**src/rtl/uart_rx_fifo_writer.sv**
```systemverilog
// UART receiver (16x oversampled, optional parity) feeding the write side
// of a dual-clock FIFO; pushes one winc per good character, gated by wfull.
//
// Ports:
//   wclk, wrst_n         write-domain clock, async active-low reset
//   rx                   async serial line, idle high
//   baud_div             wclk cycles per oversample tick (0 acts as 1)
//   parity_en/odd        parity bit present / odd (1) or even (0)
//   wfull                FIFO full flag
//   winc, wdata          one-cycle FIFO write strobe and character
//   frame_err            pulse: stop bit sampled low
//   parity_err           pulse: parity mismatch
//   overrun              pulse: good character dropped on wfull
//   busy                 receiver not idle
module uart_rx_fifo_writer #(
  parameter int DSIZE     = 8,
  parameter int DIV_WIDTH = 16
) (
  input  logic                 wclk,
  input  logic                 wrst_n,
  input  logic                 rx,
  input  logic [DIV_WIDTH-1:0] baud_div,
  input  logic                 parity_en,
  input  logic                 parity_odd,
  input  logic                 wfull,
  output logic                 winc,
  output logic [DSIZE-1:0]     wdata,
  output logic                 frame_err,
  output logic                 parity_err,
  output logic                 overrun,
  output logic                 busy
);

  localparam int BW = (DSIZE > 1) ? $clog2(DSIZE) : 1;
  localparam logic [BW-1:0] BLAST = BW'(DSIZE - 1);

  typedef enum logic [2:0] {
    IDLE,
    START,
    DATA,
    PARITY,
    STOP,
    WAIT_HIGH
  } state_t;

  state_t state_q, state_d;

  logic                 rx_q1, rx_s;
  logic [DIV_WIDTH-1:0] presc, div_m1;
  logic                 tick;
  logic [3:0]           scnt;
  logic [BW-1:0]        bcnt;
  logic [DSIZE-1:0]     shreg;
  logic [DSIZE-1:0]     wdata_q;
  logic                 perr;
  logic                 stop_hit;
  logic                 stop_bit;
  logic                 samp8, samp16;
  logic                 enter, to_start;

  assign div_m1 = (baud_div == '0) ? '0 : baud_div - DIV_WIDTH'(1);
  // >= keeps the prescaler sane if baud_div shrinks while idle
  assign tick   = (presc >= div_m1);
  assign samp8  = tick && (scnt == 4'd7);
  assign samp16 = tick && (scnt == 4'd15);

  assign enter    = (state_d != state_q);
  assign to_start = (state_q == IDLE) && (state_d == START);

  always_ff @(posedge wclk or negedge wrst_n) begin
    if (!wrst_n) begin
      rx_q1 <= 1'b1;
      rx_s  <= 1'b1;
    end else begin
      rx_q1 <= rx;
      rx_s  <= rx_q1;
    end
  end

  always_ff @(posedge wclk or negedge wrst_n) begin
    if (!wrst_n) begin
      state_q  <= IDLE;
      presc    <= '0;
      scnt     <= '0;
      bcnt     <= '0;
      shreg    <= '0;
      wdata_q  <= '0;
      perr     <= 1'b0;
      stop_hit <= 1'b0;
      stop_bit <= 1'b1;
    end else begin
      state_q <= state_d;

      // tick phase restarts at the detected start edge
      if (to_start || tick) presc <= '0;
      else                  presc <= presc + DIV_WIDTH'(1);

      if (enter)     scnt <= '0;
      else if (tick) scnt <= scnt + 4'd1;

      if (state_d == DATA && enter)
        bcnt <= '0;
      else if (state_q == DATA && samp16)
        bcnt <= bcnt + BW'(1);

      if (state_q == DATA && samp16)
        shreg <= {rx_s, shreg[DSIZE-1:1]};

      if (to_start)
        perr <= 1'b0;
      else if (state_q == PARITY && samp16)
        perr <= (rx_s != (^shreg ^ parity_odd));

      // stop is sampled on its tick and resolved the cycle after
      stop_hit <= (state_q == STOP) && samp16 && !stop_hit;
      if (state_q == STOP && samp16 && !stop_hit)
        stop_bit <= rx_s;

      if (winc) wdata_q <= shreg;
    end
  end

  always_comb begin
    state_d    = state_q;
    winc       = 1'b0;
    frame_err  = 1'b0;
    parity_err = 1'b0;
    overrun    = 1'b0;
    unique case (state_q)
      IDLE: begin
        if (!rx_s) state_d = START;
      end
      START: begin
        if (samp8) state_d = rx_s ? IDLE : DATA;
      end
      DATA: begin
        if (samp16 && bcnt == BLAST)
          state_d = parity_en ? PARITY : STOP;
      end
      PARITY: begin
        if (samp16) state_d = STOP;
      end
      STOP: begin
        if (stop_hit) begin
          if (!stop_bit) begin
            frame_err = 1'b1;
            state_d   = WAIT_HIGH;
          end else if (perr) begin
            parity_err = 1'b1;
            state_d    = IDLE;
          end else if (wfull) begin
            overrun = 1'b1;
            state_d = IDLE;
          end else begin
            winc    = 1'b1;
            state_d = IDLE;
          end
        end
      end
      WAIT_HIGH: begin
        if (rx_s) state_d = IDLE;
      end
      default: state_d = IDLE;
    endcase
  end

  assign wdata = winc ? shreg : wdata_q;
  assign busy  = (state_q != IDLE);

endmodule

```
**config.mk**
```make
export PLATFORM = sky130hd
export DESIGN_NAME = uart_rx_fifo_writer
export DESIGN_NICKNAME = d
export VERILOG_FILES = /design/src/rtl/uart_rx_fifo_writer.sv
export SDC_FILE = /design/constraint.sdc
export NUM_CORES = 1
export LEC_CHECK = 0
export ABC_AREA = 1
export BUFFER_PORTS_ARGS = -buffer_cell sky130_fd_sc_hd__buf_4
export CORE_MARGIN = 5
export CORE_UTILIZATION = 30
export CTS_CLUSTER_SIZE = 10
export DETAILED_ROUTE_END_ITERATION = 8
export PLACE_DENSITY = 0.49
export SLEW_MARGIN = 20
export SYNTH_ARGS = -nofsm -noshare
export SYNTH_HDL_FRONTEND = slang
export SYNTH_SLANG_ARGS = --single-unit
```
**constraint.sdc**
```tcl
create_clock -name wclk -period 5.9 [get_ports wclk]
set_clock_uncertainty 0.15 [all_clocks]
set_input_delay 1.18 -clock wclk [delete_from_list [all_inputs] [get_ports wclk]]
set_output_delay 1.18 -clock wclk [all_outputs]
set_load 0.01 [all_outputs]
```
Yosys cells after proc, flatten, opt, wreduce, memory -nomap -nowiden:

Cells that the tools add are included.

* add/subtract/negate cells: 4
* $lt $le $gt $ge: 1
* equal/unequal tests: 12
* multiplexer cells: 36
* bitwise logic cells: 1
* reduce and logical (&&, ||, !) cells: 18

Operator list (count)
* $mux 16: 2
* $mux 3: 10
* $mux 1: 19
* $pmux 3 s6: 1
* $add 16x1->16 const B: 1
* $ge 16x16->1: 1
* $logic_not 16->1: 1
* $sub 16x1->16 const B: 1
* $eq 3x2->1 const B: 3
* $eq 3x3->1 const B: 3
* $logic_and 1x1->1: 9
* $mux 4: 2
* $mux 8: 1
* $reduce_xor 8->1: 1
* $eq 3x1->1 const B: 2
* $reduce_bool 2->1: 3
* $add 4x1->4 const B: 1
* $eq 4x3->1 const B: 1
* $eq 4x4->1 const B: 1
* $add 3x1->3 const B: 1
* $logic_not 3->1: 1
* $ne 3x3->1: 1
* $reduce_bool 3->1: 1
* $mux 2: 1
* 4 further kinds: 4

* flip-flop bits (word level): 47
* output and inout port bits: 13
* logic and storage cells: 83

Longest topological paths before layout:

* word-level depth: 11
* mapped depth: 23

Least setup slack after synthesis:

No wires, ideal clock.

* path type: input port to flip-flop
* start: input baud_div[0]
* end: register bcnt[0]
* arrival time: 3575 ps
* required time: 5631 ps
* path slack: 2056 ps
* cell stages on the path: 21
* buffers on the path: 1
* path through: inv_1 nand2_1 nor3_2 nand2_1 nor3_2 inv_2 nor4_2 xor2_1 nand2_1 ha_1 a21oi_1 o21ai_0 a21oi_2 nand2_8 nand2_4 inv_2 nand2_1 buf_4 inv_2 nand3_1 nand2_1

* cells in the longest elaborated chain, start to end: 10
* elaborated cells between the ends (all ways): 17
* those cells by class: add/sub (1); order compare (1); eq/ne (2); mux (6); reduce/logical (7)

RTL lines
* start, declared: line 22 `input logic [DIV_WIDTH-1:0] baud_div,`
* $sub 16x1->16 or $logic_not 16->1 (tied branches): line 61 `assign div_m1 = (baud_div == '0) ? '0 : baud_div - DIV_WIDTH'(1);`
* $mux 16 (*): line 61
* $ge 16x16->1 (*): line 63 `assign tick = (presc >= div_m1);`
* $logic_and 1x1->1: line 65 `assign samp16 = tick && (scnt == 4'd15);`
* $logic_and 1x1->1: line 137 `if (samp16 && bcnt == BLAST)`
* $mux 3: line 137
* $pmux 3 s6: line 129 `unique case (state_q)`
* $eq 3x2->1 or $ne 3x3->1 (tied branches): line 101, 67
* $logic_and 1x1->1: line 101 `if (state_d == DATA && enter)`
* $mux 3 or $reduce_bool 2->1 (tied branches)
* end signal, assigned: line 104 `bcnt <= bcnt + BW'(1);`
* end, declared: line 52 `logic [BW-1:0] bcnt;`

Every way passes the cells marked *; elsewhere a longest branch is shown, timed or not.
A chain may end at the register's enable or synchronous reset.

Final worst setup path:

* start: input baud_div[0]
* end: register bcnt[1]

The elaborated chain is that of the path after synthesis.

==> impl_metrics.py <==
metrics = {
    "run_status": {
        "status": "finished, final reports clean",
    },
    "floorplanning": {
        "die_width_microns": 112,
        "dieArea_sq_um": 12500,
        "rows": 37,
        "fp.coreArea_sq_um": 10200,
        "start_util": 0.304,
        "ios": 35,
        "die_h_microns": 112,
    },
    "route": {
        "drcViolationCount": 0,
        "firstDrtPassIters": 4,
        "vias": 2500,
        "antenna_left": 0,
        "avgViaCountPerCell": 4.53,
        "wirelength_mm": 6.18,
        "drtIter0Drc": 145,
        "wire_per_inst_microns": 11.2,
    },
    "worst_setup_path": {
        "arrival_ns": 4.28,
        "cp-end-kind": "flip-flop",
        "r2r-start": "presc[11]$_DFF_PN0_",
        "worstPathCellList": "buf_4 > inv_1 > nand2_1 > nor3_2 > nand2_1 > nor3_2 > inv_2 > nor3_2 > xor2_1 > nand2_1 > ha_1 > a21oi_1 > o21ai_0 > a21oi_2 > nand2_8 > nand2_4 > inv_2 > nand2_1 > inv_2 > nand3_1 > nand2_1",
        "cp_slowest_stage_delay_ns": 0.43,
        "cp_max_fo": 20,
        "cpMaxStageDelayCell": "nand2_1",
        "r2r-end": "bcnt[1]$_DFFE_PN0P_",
        "cp_common_cell": "nand2_1",
        "worstSetupStartpointType": "input port",
        "critPathRequiredTime_ns": 5.95,
        "r2r_slack_ns": 3.38,
        "criticalPathCategory": "input port to flip-flop",
        "ff2ff_path_depth": 11,
        "endpoint": "bcnt[1]$_DFFE_PN0P_",
        "crit_path_start": "baud_div[0]",
    },
    "clocking": {
        "postCtsSetupRepairBufs": 0,
        "htreeDepth": 2,
        "tritoncts": "yes",
        "clk_latency_ns": 0.30,
        "cts_resized": 0,
        "holdBufCountCts": 0,
        "cts_buffer_depth": 2,
        "clockRootBuffer": "clkbuf_8",
        "numCtsBuffers": 5,
        "clkSinkCount": 47,
        "clk_pin_slew_ns": 0.09,
    },
    "timing": {
        "finalCritPeriodShare": 0.717,
        "fin_crit_ns": 4.23,
        "rsz0062_at_grt": "false",
        "hold_violations": 0,
        "tightestPinTransition_ns": 0.597,
        "relSlewSlack": 0.599,
        "finalSetupViolCount": 0,
        "maxClockFrequency_mhz": 236,
        "setup_tns_ns": 0,
        "final_max_slew_viol_count": 0,
    },
    "placed_design": {
        "dp_hpwl_mm": 4.90,
        "io_buffers": 34,
        "gp_congestion": 0.822,
    },
    "synth": {
        "synth_area_sq_um": 3100,
        "ys_warn_count": 0,
        "syn_inst": 379,
        "ys_types": 38,
        "synth_area_leaders": "dfrtp_1 36%, nand2_1 9.4%, ha_1 8.9%",
        "syn_avg_cell_area_sq_um": 8.18,
        "synth_nets": 423,
        "yosysTopAreaCell": "dfrtp_1",
        "synth-seq-area-share": 0.381,
        "ys_ff_latch": 47,
        "synth_top_area_frac": 0.355,
    },
    "global_route": {
        "grt-ovfl-total": 0,
        "antenna_found_initial": 0,
        "grt_pass1_wl_mm": 11.3,
        "track_usage": 0.106,
        "grt_pass1_vias": 2532,
        "grt_max_degree": 48,
    },
    "min_path": {
        "hold_depth": 0,
        "hold_class": "flip-flop to flip-flop",
    },
    "finish": {
        "seqCellArea_sq_um": 1180,
        "fin_util": 0.357,
        "fin_nets": 459,
        "fillers": 1083,
        "area_growth_pct": 17.5,
        "final_layout_size_suffix_gt1_frac": 0.195,
        "multi_input_area_sq_um": 1700,
        "n_antenna_cell": 0,
    },
    "run": {
        "max-cap-violations": 0,
    },
    "power_and_ir_drop": {
        "power.total_mw": 0.815,
        "peakVddDrop_uv": 90.6,
        "power_density_nw_per_um2": 224,
        "leakagePower_nw": 1.82,
    },
}
## routing by layer
metal / track usage / vias to the layer above / part of all wire
met2: 0.177 / 45 / 0.47
met5: 0 / - / 0
met1: 0.139 / 1129 / 0.48
met3: 0.0207 / 4 / 0.038
li1: - / 1322 / -
met4: 0.0316 / 0 / 0.012
## power by group
| part | total, mW | internal, mW | leakage [nW] | switching, mW |
|---|---|---|---|---|
| combinational | 0.153 | 0.0677 | 1.13 | 0.0848 |
| clock | 0.286 | 0.172 | 0.0703 | 0.114 |
| sequential | 0.376 | 0.346 | 0.619 | 0.0299 |
## cell families (layout without fill, tap and decap cells)
family                     Yosys count  count (layout)  synth area share
adders and majority gates           22              22            0.0888
xor gates and xnor gates            26              26            0.0735
buffers and inverters               57              94            0.0706
muxes                                2               2           0.00727
DFF                                 47              47             0.381
and+or+nand+nor                    187             187             0.310
AOI/OAI and AO/OA                   38              38            0.0690
## how the worst min path moves through the flow
stage,startpoint,endpoint,slack [ns]
detailed placement,rx_q1$_DFF_PN1_,rx_s$_DFF_PN1_,0.20
finish,rx_q1$_DFF_PN1_,rx_s$_DFF_PN1_,0.21
floorplan,rx_q1$_DFF_PN1_,rx_s$_DFF_PN1_,0.20
CTS,rx_q1$_DFF_PN1_,rx_s$_DFF_PN1_,0.21
global placement,rx_q1$_DFF_PN1_,rx_s$_DFF_PN1_,0.20
global route,rx_q1$_DFF_PN1_,rx_s$_DFF_PN1_,0.21
## final cells by class
type,instances,area share
clock inverters,3,0.0196
multi-input cells,275,0.467
inverters,52,0.0536
flip-flops and latches,47,0.324
clock buffers,5,0.0189
well taps,136,0.0467
repair buffers,34,0.0701
## cell usage in the layout (no fill, tap or decap), types with 2 or more instances in the layout
cell / Yosys / routed
nand2_1: 78 / 78
inv_1: 47 / 47
dfrtp_1: 44 / 44
buf_4: 1 / 34
nor2_1: 28 / 28
ha_1: 22 / 22
o21ai_0: 18 / 18
nand3_1: 17 / 17
xor2_1: 17 / 17
nand4_1: 14 / 14
nor3_1: 11 / 11
a21oi_1: 11 / 11
xnor2_1: 9 / 9
nor3_2: 7 / 7
nor4_1: 6 / 6
inv_2: 5 / 5
nand2_2: 5 / 5
clkbuf_8: 0 / 5
nand3_2: 4 / 4
nor3b_1: 4 / 4
o21ai_1: 3 / 3
nor2_2: 3 / 3
dfstp_2: 3 / 3
o211ai_1: 2 / 2
nand2_4: 2 / 2
and3_2: 2 / 2
mux2_2: 2 / 2
bufinv_16: 0 / 2
## worst max-delay path, delay by kind of cell
kind | cells | cell delay [ns]
compound gates | 3 | 0.54
xor+xnor | 1 | 0.21
fa+ha+maj | 1 | 0.30
buf+inv | 5 | 0.41
simple gates | 11 | 1.64
## synth_stat cells
| cell | number |
|---|---|
| nand2_8 | 1 |
| clkbuf_1 | 3 |
| a21oi_2 | 1 |
| inv_1 | 47 |
| xnor2_1 | 9 |
| a21oi_1 | 11 |
| nand3_2 | 4 |
| nor3b_2 | 1 |
| ha_1 | 22 |
| and3_2 | 2 |
| nand2_2 | 5 |
| nor3b_1 | 4 |
| o21bai_1 | 1 |
| nor4_1 | 6 |
| nand3_1 | 17 |
| o21ai_0 | 18 |
| inv_2 | 5 |
| dfstp_2 | 3 |
| dfrtp_1 | 44 |
| nor2_4 | 1 |
| buf_4 | 1 |
| nand3b_1 | 1 |
| mux2_2 | 2 |
| buf_2 | 1 |
| nand2_1 | 78 |
| nor3_2 | 7 |
| nor2_1 | 28 |
| a21oi_4 | 1 |
| xor2_1 | 17 |
| nand4_1 | 14 |
| a31oi_1 | 1 |
| nor4_2 | 1 |
| o21ai_1 | 3 |
| nand2_4 | 2 |
| nor3_1 | 11 |
| nor2_2 | 3 |
| o211ai_1 | 2 |
| and2_1 | 1 |
## sequential cells by signal (all words and copies together) (netlist names), 3 cells and up
register  cells
shreg         8
scnt          4
wdata_q       8
bcnt          3
presc        16
state_q       3
## per-stage QoR
stage | hold slack, ns | cell area, sq um | instances | setup slack (ns)
final | 0.210 | 3640 | 552 | 1.67
after global routing | 0.215 | 3640 | 552 | 1.21
after CTS | 0.213 | 3640 | 552 | 1.60
after detailed placement | 0.199 | 3500 | 544 | 1.26
after global placement | 0.200 | 3500 | 544 | 1.32
after floorplan | 0.195 | 3100 | 379 | 2.06
Power figures use the tool's default switching activity.
